## src/rtl/pwm_button_conditioner_if.sv

```systemverilog
// Button-to-PWM signal bundle: raw buttons in, duty step pulses and held levels out.
interface pwm_button_conditioner_if;
    logic btn_inc;
    logic btn_dec;
    logic duty_inc;
    logic duty_dec;
    logic inc_held;
    logic dec_held;

    // Side that presses the buttons and consumes the step pulses.
    modport master (
        output btn_inc,
        output btn_dec,
        input  duty_inc,
        input  duty_dec,
        input  inc_held,
        input  dec_held
    );

    // Conditioner side.
    modport slave (
        input  btn_inc,
        input  btn_dec,
        output duty_inc,
        output duty_dec,
        output inc_held,
        output dec_held
    );
endinterface

```

## src/rtl/pwm_button_conditioner.sv

```systemverilog
// Synchronises, debounces and edge-detects the two duty buttons, producing
// one-cycle increment/decrement pulses with optional hold-to-repeat and an
// interlock that silences both outputs while both buttons are held.
module pwm_button_conditioner #(
    parameter int unsigned DEBOUNCE_CYCLES = 4,
    parameter int unsigned REPEAT_DELAY    = 16,
    parameter int unsigned REPEAT_RATE     = 8,
    parameter int unsigned CNT_W           = 24
) (
    input  logic                     clk,
    input  logic                     rst,
    pwm_button_conditioner_if.slave  bus
);

    localparam bit               RPT_EN    = (REPEAT_DELAY != 0);
    localparam logic [CNT_W-1:0] DB_LAST   = CNT_W'(DEBOUNCE_CYCLES - 1);
    localparam logic [CNT_W-1:0] RPT_FIRST = RPT_EN ? CNT_W'(REPEAT_DELAY - 1) : '0;
    localparam logic [CNT_W-1:0] RPT_NEXT  = CNT_W'(REPEAT_RATE - 1);

    // Channel 0 is the increase button, channel 1 the decrease button.
    logic [1:0]       btn_raw;
    logic [1:0]       s1_q, s2_q;
    logic [1:0]       stable_q, stable_d;
    logic [CNT_W-1:0] db_cnt_q  [2];
    logic [CNT_W-1:0] db_cnt_d  [2];
    logic [CNT_W-1:0] rpt_cnt_q [2];
    logic [CNT_W-1:0] rpt_cnt_d [2];
    logic [1:0]       press, release_ev, rpt_fire, raw_pulse, active;
    logic [1:0]       duty_q, duty_d;

    assign btn_raw = {bus.btn_dec, bus.btn_inc};

    // Debounce, repeat scheduling and interlock, all from pre-edge state.
    always_comb begin
        stable_d   = stable_q;
        press      = '0;
        release_ev = '0;
        rpt_fire   = '0;
        raw_pulse  = '0;
        active     = '0;
        duty_d     = '0;
        for (int i = 0; i < 2; i++) begin
            db_cnt_d[i]  = '0;
            rpt_cnt_d[i] = '0;

            // Any cycle of agreement restarts the stability window.
            if (s2_q[i] != stable_q[i]) begin
                if (db_cnt_q[i] == DB_LAST) begin
                    stable_d[i]   = ~stable_q[i];
                    press[i]      = ~stable_q[i];
                    release_ev[i] = stable_q[i];
                end else begin
                    db_cnt_d[i] = db_cnt_q[i] + 1'b1;
                end
            end

            rpt_fire[i] = RPT_EN && stable_q[i] && !release_ev[i] && (rpt_cnt_q[i] == '0);

            if (press[i]) begin
                rpt_cnt_d[i] = RPT_FIRST;
            end else if (!RPT_EN || !stable_q[i] || release_ev[i]) begin
                rpt_cnt_d[i] = '0;
            end else if (rpt_cnt_q[i] == '0) begin
                rpt_cnt_d[i] = RPT_NEXT;
            end else begin
                rpt_cnt_d[i] = rpt_cnt_q[i] - 1'b1;
            end

            raw_pulse[i] = press[i] | rpt_fire[i];
            // A button counts as held for the interlock if it is already
            // stable-high or becoming so on this edge, so simultaneous presses
            // cancel each other.
            active[i]    = stable_q[i] | press[i];
        end
        duty_d[0] = raw_pulse[0] & ~active[1];
        duty_d[1] = raw_pulse[1] & ~active[0];
    end

    // State registers with synchronous reset.
    always_ff @(posedge clk) begin
        if (rst) begin
            s1_q     <= '0;
            s2_q     <= '0;
            stable_q <= '0;
            duty_q   <= '0;
            for (int i = 0; i < 2; i++) begin
                db_cnt_q[i]  <= '0;
                rpt_cnt_q[i] <= '0;
            end
        end else begin
            s1_q     <= btn_raw;
            s2_q     <= s1_q;
            stable_q <= stable_d;
            duty_q   <= duty_d;
            for (int i = 0; i < 2; i++) begin
                db_cnt_q[i]  <= db_cnt_d[i];
                rpt_cnt_q[i] <= rpt_cnt_d[i];
            end
        end
    end

    assign bus.duty_inc = duty_q[0];
    assign bus.duty_dec = duty_q[1];
    assign bus.inc_held = stable_q[0];
    assign bus.dec_held = stable_q[1];

endmodule

```

## src/flat_wrapper.sv

```systemverilog
// flat-port wrapper written by rule: the top's interface ports become plain ports
module pwm_button_conditioner_flat 
#(
    parameter int unsigned DEBOUNCE_CYCLES = 4,
    parameter int unsigned REPEAT_DELAY    = 16,
    parameter int unsigned REPEAT_RATE     = 8,
    parameter int unsigned CNT_W           = 24
)
  (clk, rst, bus_btn_inc, bus_btn_dec, bus_duty_inc, bus_duty_dec, bus_inc_held, bus_dec_held);
  pwm_button_conditioner_if bus_i ();
  input  logic clk;
  input  logic rst;
  input wire logic [$bits(bus_i.btn_inc)-1:0] bus_btn_inc;
  input wire logic [$bits(bus_i.btn_dec)-1:0] bus_btn_dec;
  output wire logic [$bits(bus_i.duty_inc)-1:0] bus_duty_inc;
  output wire logic [$bits(bus_i.duty_dec)-1:0] bus_duty_dec;
  output wire logic [$bits(bus_i.inc_held)-1:0] bus_inc_held;
  output wire logic [$bits(bus_i.dec_held)-1:0] bus_dec_held;
  assign bus_i.btn_inc = bus_btn_inc;
  assign bus_i.btn_dec = bus_btn_dec;
  assign bus_duty_inc = bus_i.duty_inc;
  assign bus_duty_dec = bus_i.duty_dec;
  assign bus_inc_held = bus_i.inc_held;
  assign bus_dec_held = bus_i.dec_held;
  pwm_button_conditioner #(.DEBOUNCE_CYCLES(DEBOUNCE_CYCLES), .REPEAT_DELAY(REPEAT_DELAY), .REPEAT_RATE(REPEAT_RATE), .CNT_W(CNT_W)) u_core (.clk(clk), .rst(rst), .bus(bus_i));
endmodule
```

## config.mk

```make
export PLATFORM = sky130hd
export DESIGN_NAME = pwm_button_conditioner_flat
export DESIGN_NICKNAME = d
export VERILOG_FILES = /design/src/rtl/pwm_button_conditioner_if.sv /design/src/rtl/pwm_button_conditioner.sv /design/src/flat_wrapper.sv
export SDC_FILE = /design/constraint.sdc
export NUM_CORES = 1
export LEC_CHECK = 0
export ABC_AREA = 1
export CAP_MARGIN = 25
export CORE_MARGIN = 2
export CORE_UTILIZATION = 60
export DETAILED_ROUTE_END_ITERATION = 10
export PLACE_DENSITY_LB_ADDON = 0.08
export SLEW_MARGIN = 20
export SYNTH_ARGS = -nofsm -noshare
export SYNTH_HDL_FRONTEND = slang
export SYNTH_SLANG_ARGS = --single-unit
```

## constraint.sdc

```tcl
create_clock -name clk -period 1.6 [get_ports clk]
set_clock_uncertainty 0.15 [all_clocks]
set_input_delay 0.16 -clock clk [delete_from_list [all_inputs] [get_ports clk]]
set_output_delay 0.16 -clock clk [all_outputs]
set_load 0.01 [all_outputs]
```

# == Word level (Yosys, flattened, before mapping) ==
# Memory sizes are Yosys's and may differ from the RTL's.
# Cells that the tools add are included.
# totals
register_bits,8
inputBits,4
n_memories,2
word_cells,68
ram_bits,96
out_inout_bits,4
# mem_list
name,depth,word_bits,rd,rd_clocked_by_memory_dff,wr,line_no,source
u_core.db_cnt_q,2,24,2,0,2,pwm_button_conditioner.sv:24,logic [CNT_W-1:0] db_cnt_q [2];
u_core.rpt_cnt_q,2,24,2,0,2,pwm_button_conditioner.sv:26,logic [CNT_W-1:0] rpt_cnt_q [2];
# classes
n_mux,25
addsub,4
eq_ne,4
bitwise_logic,14
n_reduce_logical,14
# op_table
cell,n
$mux W24,14
$add A24 B1 Y24 const B,2
$eq A24 B2 Y1 const B,2
$logic_not A24 Y1,2
$sub A24 B1 Y24 const B,2
$mux W1,11
$or A1 B1 Y1,8
$logic_and A1 B1 Y1,4
$logic_not A1 Y1,4
$not A1 Y1,4
$reduce_and A2 Y1,2
$and A1 B1 Y1,2
$logic_or A1 B1 Y1,2
$ne A1 B1 Y1,2

# == Depth between registers and ports, before layout ==
# Gate-level depths: netlist of run 1.
# logic_depth
ltp_word,8
depth_mapped,9
depth_no_buf,9

# == Worst setup path before layout of run 1 ==
# No wires, ideal clock.
# synth_path
kind,register to register
start,memory u_core.db_cnt_q[1][0] (netlist: u_core.db_cnt_q[0][24])
end,memory u_core.db_cnt_q[1][14] (netlist: u_core.db_cnt_q[0][38])
setup_ps,117
slack_ps,105
t_required_ps,1333
period_less_slack_ps,1495
t_arrival_ps,1228
path_stages_with_launch,8
path_cell_list,dfxtp_1 ha_1 nand2_1 nor2_2 nand3_1 nor2_1 nand2_1 nor3b_2
# synth_rtl
element,line_no
start: declaration,pwm_button_conditioner.sv:24

==> results of run 1 <==
[layout make-up]
class / instances / area (um2)
Tap cell: 108 / 135
Multi-Input combinational cell: 608 / 3260
Clock inverter: 4 / 52.6
Fill cell: 646 / 1970
Clock buffer: 12 / 135
Timing Repair Buffer: 76 / 667
Inverter: 101 / 383
Sequential cell: 104 / 2120
[cell usage in the layout (no fill, tap or decap), types with 2 or more instances in the layout]
| master | count |
|---|---|
| a21oi_2 | 3 |
| clkdlybuf4s50_1 | 5 |
| xnor2_1 | 16 |
| nor2_4 | 12 |
| xor2_1 | 36 |
| inv_2 | 7 |
| buf_4 | 58 |
| clkbuf_8 | 9 |
| nor2_1 | 187 |
| nor3_2 | 4 |
| clkbuf_1 | 3 |
| o21ai_0 | 7 |
| nand2_2 | 12 |
| buf_12 | 3 |
| clkinv_2 | 2 |
| nand3b_1 | 4 |
| nand3_1 | 44 |
| a21oi_1 | 19 |
| nand2_4 | 3 |
| nand2_1 | 159 |
| inv_1 | 91 |
| nor3_1 | 13 |
| nor2_2 | 43 |
| ha_4 | 4 |
| nand3_4 | 2 |
| nor3_4 | 3 |
| dfxtp_1 | 76 |
| buf_6 | 7 |
| nand4_1 | 14 |
| nand3_2 | 12 |
| dfxtp_2 | 27 |
| dlygate4sd2_1 | 2 |
[per-stage QoR]
step	setup slack [ns]	TNS, ns	std cells	utilization [%]
after floorplan	0.105	0	821	-
after global placement	0.00937	0	977	68.7
after detailed placement	-0.0545	-1.26	977	68.7
after CTS	0.00462	0	994	71.3
after global routing	-0.140	-3.22	1013	77.5
final	-0.0692	-0.623	1013	77.5
[sequential cells by signal, indices dropped and copies added (netlist names)]
signal,count
u_core.stable_q,2
u_core.s1_q,2
u_core.duty_q,2
u_core.db_cnt_q,48
u_core.s2_q,2
u_core.rpt_cnt_q,48
[logic make-up after synthesis]
family          after synthesis
buf+inv                     109
xor+xnor                     52
fa+ha+maj                     6
compound gates               32
flops                       104
simple gates                518
[worst max-delay path: stages, from the launching register on]
cell	delay (ns)
dfxtp_2	0.33
inv_2	0.09
ha_1	0.15
nand3_1	0.08
nor2_1	0.14
nand3_2	0.12
nand4_1	0.20
buf_6	0.15
clkbuf_16	0.13
nor2_1	0.03
[per-layer routing]
metal  up-vias  track usage [%]
li1       2703                -
met1      2372             32.9
met2       122             43.2
met3        27             3.83
met4         0             8.64
met5         -                0
[power groups by stage]
| stage | clock network [mW] | logic, mW | registers (mW) |
|---|---|---|---|
| 3_3_place_gp | 0 | 0.0469 | 2.65 |
| 2_1_floorplan | 0 | 0.0230 | 2.65 |
| 5_1_grt | 1.76 | 0.0568 | 2.59 |
| 4_1_cts | 1.68 | 0.0475 | 2.59 |
| 3_5_place_dp | 0 | 0.0474 | 2.65 |
| 6_report | 1.63 | 0.0515 | 2.59 |
[how the worst max path moves through the flow]
stage                                       start                       to  slack [ns]  cells after the start
after floorplan            u_core.db_cnt_q[0][24]   u_core.db_cnt_q[0][38]        0.10                      7
after global placement     u_core.db_cnt_q[0][24]  u_core.rpt_cnt_q[0][43]       0.009                      7
after detailed placement   u_core.db_cnt_q[0][24]  u_core.rpt_cnt_q[0][47]       -0.05                      7
after CTS                  u_core.db_cnt_q[0][24]  u_core.rpt_cnt_q[0][42]       0.005                      7
after global routing      u_core.rpt_cnt_q[0][24]  u_core.rpt_cnt_q[0][33]       -0.14                      9
final                     u_core.rpt_cnt_q[0][24]  u_core.rpt_cnt_q[0][31]       -0.07                      9
[timing repair]
action	4_1_cts	5_1_grt
resized for setup	14	124
cloned	0	4
endpoints found under the setup margin	58	90
pin swaps	2	31
buffers inserted	1	15
==> flow_metrics.tcl, run 1 <==
set metrics [dict create \
    maxClockFrequency_ghz 0.599 \
    whs_endpoint "u_core.s1_q[1]" \
    route.detailed.drc 0 \
    routed-wl-met3_um 497 \
    synth_flop_cell "dfxtp_1" \
    synth_edf_count 0 \
    syn_avg_cell_area_um2 6.60 \
    ys_types 35 \
    cts_root_buf "clkbuf_8" \
    hold_depth 3 \
    hold_buffers 0 \
    synth.most_common_cell "nor2_1" \
    synth_top_area_share_pct 38.4 \
    slew_violations 0 \
    seq_area_frac_synth_pct 38.4 \
    final.period_utilization_pct 104 \
    setup_viol 11 \
    synth_nets 831 \
    port-buffer-count 7 \
    synth_top_area_cell "dfxtp_1" \
    dp_hpwl_um 9000 \
    max-cap-violations 0 \
    cts_tree "done" \
    ios 8 \
    grt_pass1_wl_um 20800 \
    wl_met2_um 6510 \
    path_clk_slew_ns 0.09 \
    die_y_um 99.0 \
    r2r_slack_ns -0.07 \
    wl_per_cell_um 13.0 \
    rr_endpoint "u_core.rpt_cnt_q[0][31]" \
    synth_xor_area_share_pct 8.40 \
    antenna_found_initial 0 \
    gp_congestion 0.927 \
    rows 34 \
    p_int_mw 3.35 \
    ir_drop_v 0.000674 \
    drt_iter0_markers 266 \
    power_frac_comb_pct 1.2 \
    hold_violations 0 \
    postSynthCellCount 821 \
    p_total_mw 4.27 \
    wl_met1_um 5850 \
    placed_cell_area_mm2 0.00599 \
    rsz0062_at_grt "true" \
    muxShareOfSynthArea_pct 0 \
    rr_startpoint "u_core.rpt_cnt_q[0][24]" \
    dieArea_mm2 0.00981 \
    relSlewSlack_pct 74.9 \
    whs_ns 0.196 \
    grt-ovfl-total 0 \
    vias 5224 \
    pwr_density_cell_mw_per_mm2 632 \
    status "finished with violations" \
    top_layer "met4" \
    violations "setup timing" \
    power_leakage_nw 3.29 \
    clock-sinks 104 \
    vias_per_cell 5.16 \
    synthAdderAreaFrac_pct 1.39 \
    die_w_um 99.0 \
    critPathLaunchType "flip-flop" \
    crit_required_ns 1.71 \
    ys_ff_latch 104 \
    synth_top_family_by_area "simple AND/OR/NAND/NOR gates" \
    hp-class "input port to flip-flop" \
    fin_area_mm2 0.00676 \
    grt_pass1_vias 4861 \
    first_pass_iters 5 \
    antenna_cells 0 \
    yosysWarnings 0 \
    critPathCaptureType "flip-flop" \
    grt_usage_pct 25.4 \
    final_net_count 910 \
    synth_compound_area_share_pct 3.12 \
    ant_nets 0 \
    grt_max_degree 25 \
    htreeDepth 3 \
    r2r_cells 9 \
    worst_pin_slew_ns 0.374 \
    drt-total-wl_um 13100 \
    drive_above_1_share_pct 24.2 \
    syn2layout_area_growth_pct 24.6 \
    seqPwrFrac_pct 60.7 \
    pwr-share-clk_pct 38.1 \
    cts_buffers 9 \
    cp_max_fo 5 \
    switching_share_pct 21.7 \
    synth_common_cells "nor2_1 (230), nand2_1 (170), dfxtp_1 (104), inv_1 (95), nand3_1 (55)" \
    synth.area.top_cells "dfxtp_1 (38%), nor2_1 (16%), nand2_1 (12%)" \
    clockBufferDepth 2 \
    clkLatencyLatePin_ns 0.36 \
    synthArstFlopShare_pct 0 \
    coreArea_mm2 0.00872 \
    synth-simple-area-share_pct 40.9 \
    worst_ep_arrival_time_ns 1.78 \
    p_switching_mw 0.926 \
    min_period_ns 1.67 \
    start_util_pct 62.2 \
    hp-start "bus_btn_dec" \
    worstSetupPathType "flip-flop to flip-flop" \
    worst_slack_ns -0.0692 \
    netlist_area_mm2 0.00542 \
]
(Power assumes the default switching activity.)
==> inputs of run 2 (changes only) <==
--- a/config.mk
+++ b/config.mk
@@ -6,8 +6,6 @@
 export NUM_CORES = 1
 export LEC_CHECK = 0
 export ABC_AREA = 1
-export CAP_MARGIN = 25
-export CORE_MARGIN = 2
 export CORE_UTILIZATION = 60
 export DETAILED_ROUTE_END_ITERATION = 10
 export PLACE_DENSITY_LB_ADDON = 0.08
==> flow_metrics.tcl, run 2 (same netlist as run 1, synthesis figures left out) <==
set metrics [dict create \
    drt_iter0_markers 264 \
    drt-total-wl_um 14000 \
    grt_pass1_vias 4859 \
    rows 34 \
    power_leakage_nw 3.31 \
    worst_ep_arrival_time_ns 1.82 \
    slew_violations 0 \
    cts_root_buf "clkbuf_8" \
    hold_violations 0 \
    first_pass_iters 10 \
    worst_slack_ns -0.113 \
    dp_hpwl_um 8860 \
    p_switching_mw 0.937 \
    drive_above_1_share_pct 27.1 \
    final_net_count 910 \
    port-buffer-count 7 \
    worst_pin_slew_ns 0.309 \
    maxClockFrequency_ghz 0.584 \
    fin_area_mm2 0.00689 \
    fillCellCount 610 \
    vias_per_cell 5.38 \
    clkLatencyLatePin_ns 0.37 \
    grt-ovfl-total 0 \
    route.detailed.drc 1 \
    placed_cell_area_mm2 0.00597 \
    htreeDepth 3 \
    grt_usage_pct 25.7 \
    hp-class "input port to flip-flop" \
    largest_registers "u_core.db_cnt_q x48, u_core.rpt_cnt_q x48" \
    p_total_mw 4.17 \
    grt_max_degree 25 \
    syn2layout_area_growth_pct 27.2 \
    die_y_um 97.0 \
    clock-sinks 104 \
    wl_per_cell_um 13.8 \
    switching_share_pct 22.5 \
    grt_pass1_wl_um 20400 \
    crit_required_ns 1.71 \
    violations "DRC, setup timing" \
    power_frac_comb_pct 1.2 \
    ant_nets 0 \
    min_period_ns 1.71 \
    path_clk_slew_ns 0.10 \
    start_util_pct 62.2 \
    relSlewSlack_pct 79.2 \
    final.period_utilization_pct 107 \
    seqPwrFrac_pct 62.3 \
    whs_ns 0.156 \
    p_int_mw 3.23 \
    status "finished with violations" \
    setup_tns_ns -1.42 \
    setup_viol 15 \
    hold_buffers 0 \
    pwr_density_cell_mw_per_mm2 604 \
    antenna_cells 0 \
    coreArea_mm2 0.00872 \
    critPathCaptureType "flip-flop" \
    cts_tree "done" \
    cp_max_fo 5 \
    gp_congestion 0.984 \
    rsz0062_at_grt "true" \
    pwr-share-clk_pct 36.6 \
    clockBufferDepth 2 \
    ios 8 \
    r2r_slack_ns -0.11 \
    critPathLaunchType "flip-flop" \
    vias 5448 \
    cts_buffers 9 \
    final_cell_mix "nor2_1 (169), nand2_1 (156), inv_1 (91)" \
    max-cap-violations 0 \
    ir_drop_v 0.000523 \
    die_w_um 97.0 \
    layout_commonest_cell "nor2_1" \
    dieArea_mm2 0.00942 \
    antenna_found_initial 0 \
    worstSetupPathType "flip-flop to flip-flop" \
]
[run 2: cell types whose count changed in the layout (fill, tap and decap cells not counted), moves of 4 or more]
| cell | previous run | this run |
|---|---|---|
| nand2_2 | 12 | 16 |
| nor2_1 | 187 | 169 |
| buf_4 | 58 | 54 |
| nor2_4 | 12 | 21 |
| nor2_2 | 43 | 52 |
| nand3_2 | 12 | 8 |
[run 2: routing by layer]
layer | part of all wire [%] | wire (um) | GRT usage, % | vias to the layer above
met4 | 3.7 | 520 | 8.15 | 0
met1 | 41 | 5720 | 33.8 | 2444
met3 | 7.1 | 988 | 3.76 | 61
met5 | 0 | 0 | 0 | -
met2 | 48 | 6750 | 43.3 | 238
li1 | - | - | - | 2705
[run 2: through the flow]
step	setup slack [ns]	util, %	instances
after floorplan	0.105	-	821
after global placement	0.0106	68.4	974
after detailed placement	-0.0312	68.4	974
after CTS	0.00772	70.9	991
after global routing	-0.158	79.1	1013
final	-0.113	79.1	1013
[run 2: critical path, cell delays in order (launching register included)]
cell and delay, ns:
dfxtp_2 0.36, nor2_2 0.15, nand2_1 0.10, nor2_2 0.16, nand3_2 0.13, nand4_1 0.20
buf_6 0.16, clkbuf_16 0.16, nor2_2 0.03
[run 2: power by group through the flow]
stage	sequential (mW)	clock [mW]	combinational, mW
CTS	2.59	1.52	0.0477
global placement	2.65	0	0.0463
floorplan	2.65	0	0.0230
finish	2.59	1.52	0.0489
detailed placement	2.65	0	0.0476
global route	2.60	1.63	0.0550
[run 2: path summary, 6_finish.rpt]
kind,cells after the start,startpoint,end
worst max register to register,8,u_core.rpt_cnt_q[0][39],u_core.rpt_cnt_q[0][32]
worst max-delay path,8,u_core.rpt_cnt_q[0][39],u_core.rpt_cnt_q[0][32]
worst min register to register,2,u_core.s1_q[1],u_core.s2_q[1]
worst min-delay path,3,bus_btn_inc,u_core.s1_q[0]
[run 2: area by class of cell]
type | instances | area [um2] | share of cell area (%)
inverter | 101 | 390 | 5.66
tap | 108 | 135 | 1.96
multi-input combinational | 608 | 3380 | 49.0
clock inverter | 4 | 27.5 | 0.399
timing repair buffer | 76 | 696 | 10.1
clock buffer | 12 | 145 | 2.11
sequential | 104 | 2120 | 30.7
[run 2: repair_timing]
item,4_1_cts,5_1_grt
gates cloned,0,5
endpoints found under the setup margin,52,77
resized for setup,14,165
pin swaps,2,40
buffers inserted,1,17
==> inputs of run 3 (changes only) <==
--- a/config.mk
+++ b/config.mk
@@ -13,3 +13,4 @@
 export SYNTH_ARGS = -nofsm -noshare
 export SYNTH_HDL_FRONTEND = slang
 export SYNTH_SLANG_ARGS = --single-unit
+export TNS_END_PERCENT = 20
==> flow_metrics.tcl, run 3 (same netlist as run 1, synthesis figures left out) <==
set metrics [dict create \
    cpPeakStageDelay_ns 0.35 \
    rows 34 \
    pwr_density_cell_mw_per_mm2 619 \
    worst_ep_arrival_time_ns 1.85 \
    first_pass_iters 6 \
    wl_per_cell_um 13.5 \
    layout.cells.non_filler 1009 \
    crit_required_ns 1.71 \
    place_inst 974 \
    grt_util_met2_pct 43.1 \
    grt_usage_pct 25.6 \
    gr-usage-met3_pct 3.76 \
    dp_hpwl_um 8860 \
    place_ws_ns -0.0312 \
    setup_tns_ns -1.83 \
    final.period_utilization_pct 109 \
    r2r_cells 8 \
    final_net_count 906 \
    hold_violations 0 \
    cts_buffers 9 \
    grt_pass1_wl_um 20300 \
    cp_common_cell "nor2_2" \
    ant_nets 0 \
    syn2layout_area_growth_pct 23.9 \
    hold_depth 3 \
    cpMaxStageDelayCell "dfxtp_1" \
    path_clk_slew_ns 0.10 \
    placed_cell_area_mm2 0.00597 \
    gp_congestion 0.984 \
    grt-busiest-layer "met2" \
    port-buffer-count 7 \
    rsz0062_at_grt "true" \
    clockBufferDepth 2 \
    clkLatencyLatePin_ns 0.37 \
    antenna_found_initial 0 \
    status "finished with violations" \
    worstSetupPathType "flip-flop to flip-flop" \
    coreArea_mm2 0.00872 \
    htreeDepth 3 \
    cts_root_buf "clkbuf_8" \
    worst_slack_ns -0.141 \
    critPathCaptureType "flip-flop" \
    violations "setup timing" \
    layout_commonest_cell "nor2_1" \
    drive_above_1_share_pct 23.6 \
    clock-sinks 104 \
    slew_violations 0 \
    min_period_ns 1.74 \
    start_util_pct 62.2 \
    die_y_um 97.0 \
    vias 5351 \
    cts_tree "done" \
    ios 8 \
    power_leakage_nw 3.22 \
    maxClockFrequency_ghz 0.574 \
    use_met1_pct 33.7 \
    drt_iter0_markers 230 \
    route.detailed.drc 0 \
    fin_area_mm2 0.00672 \
    critPathLaunchType "flip-flop" \
    grt-ovfl-total 0 \
    setup_viol 17 \
    drt-total-wl_um 13600 \
    whs_ns 0.159 \
    vias_per_cell 5.30 \
    dieArea_mm2 0.00942 \
    max-cap-violations 0 \
    hp-class "input port to flip-flop" \
    crit_path_cell_trace "nor2_2 > nand2_1 > nor2_2 > nand3_2 > nand4_1 > buf_6 > clkbuf_16 > nor2_1" \
    grt_max_degree 25 \
    cp_max_fo 5 \
    ir_drop_v 0.000437 \
    die_w_um 97.0 \
    antenna_cells 0 \
    relSlewSlack_pct 79.1 \
    final_cell_mix "nor2_1 (172), nand2_1 (166), inv_1 (91)" \
    worst_pin_slew_ns 0.311 \
    grt_pass1_vias 4854 \
    largest_registers "u_core.db_cnt_q x48, u_core.rpt_cnt_q x48" \
]
==> run 3: changes by cell type in the layout (fill, tap and decap cells not counted), sizes merged <==
cell	delta
buf	-4
clkinv	+1
inv	-1
==> run 3: timing repair <==
item | in CTS | in global routing
pin swaps | 1 | 28
hold buffers | 0 | 0
resized for setup | 11 | 124
gates cloned | 0 | 5
buffers inserted | 0 | 14
setup endpoints to repair | 52 | 77
==> run 3: area by class of cell <==
class / instances / area (um2)
clock buffer: 12 / 145
inverter: 101 / 385
multi-input combinational: 608 / 3260
clock inverter: 4 / 27.5
timing repair buffer: 72 / 654
fill: 665 / 2000
sequential: 104 / 2110
tap: 108 / 135
==> run 3: critical path, delay by kind of cell (launching register included) <==
| kind | cells | cell delay, ns |
|---|---|---|
| simple gates | 6 | 0.81 |
| flops | 1 | 0.35 |
| buf+inv | 2 | 0.31 |
==> run 3: worst paths after layout <==
kind                           startpoint                 endpoint  slack (ns)
setup / recovery  u_core.rpt_cnt_q[0][29]  u_core.rpt_cnt_q[0][33]       -0.14
hold reg to reg            u_core.s1_q[0]           u_core.s2_q[0]        0.27
hold / removal                bus_btn_inc           u_core.s1_q[0]        0.16
setup reg to reg  u_core.rpt_cnt_q[0][29]  u_core.rpt_cnt_q[0][33]       -0.14
==> run 3: layer usage <==
metal | wire (um) | share of wire, % | vias up
met5 | 0 | 0 | -
met4 | 442 | 3.2 | 0
met3 | 728 | 5.3 | 49
met2 | 6610 | 48 | 185
met1 | 5870 | 43 | 2431
li1 | - | - | 2686
==> run 3: metrics by stage <==
step	total power [mW]	utilization, %
after floorplan	2.68	-
after global placement	2.70	68.4
after detailed placement	2.70	68.4
after CTS	4.16	70.7
after global routing	4.29	77.0
final	4.16	77.0
==> run 3: where the power goes <==
group	switching, mW	internal (mW)
clock	0.900	0.615
sequential	0.00274	2.59
combinational	0.0280	0.0216
total	0.930	3.23
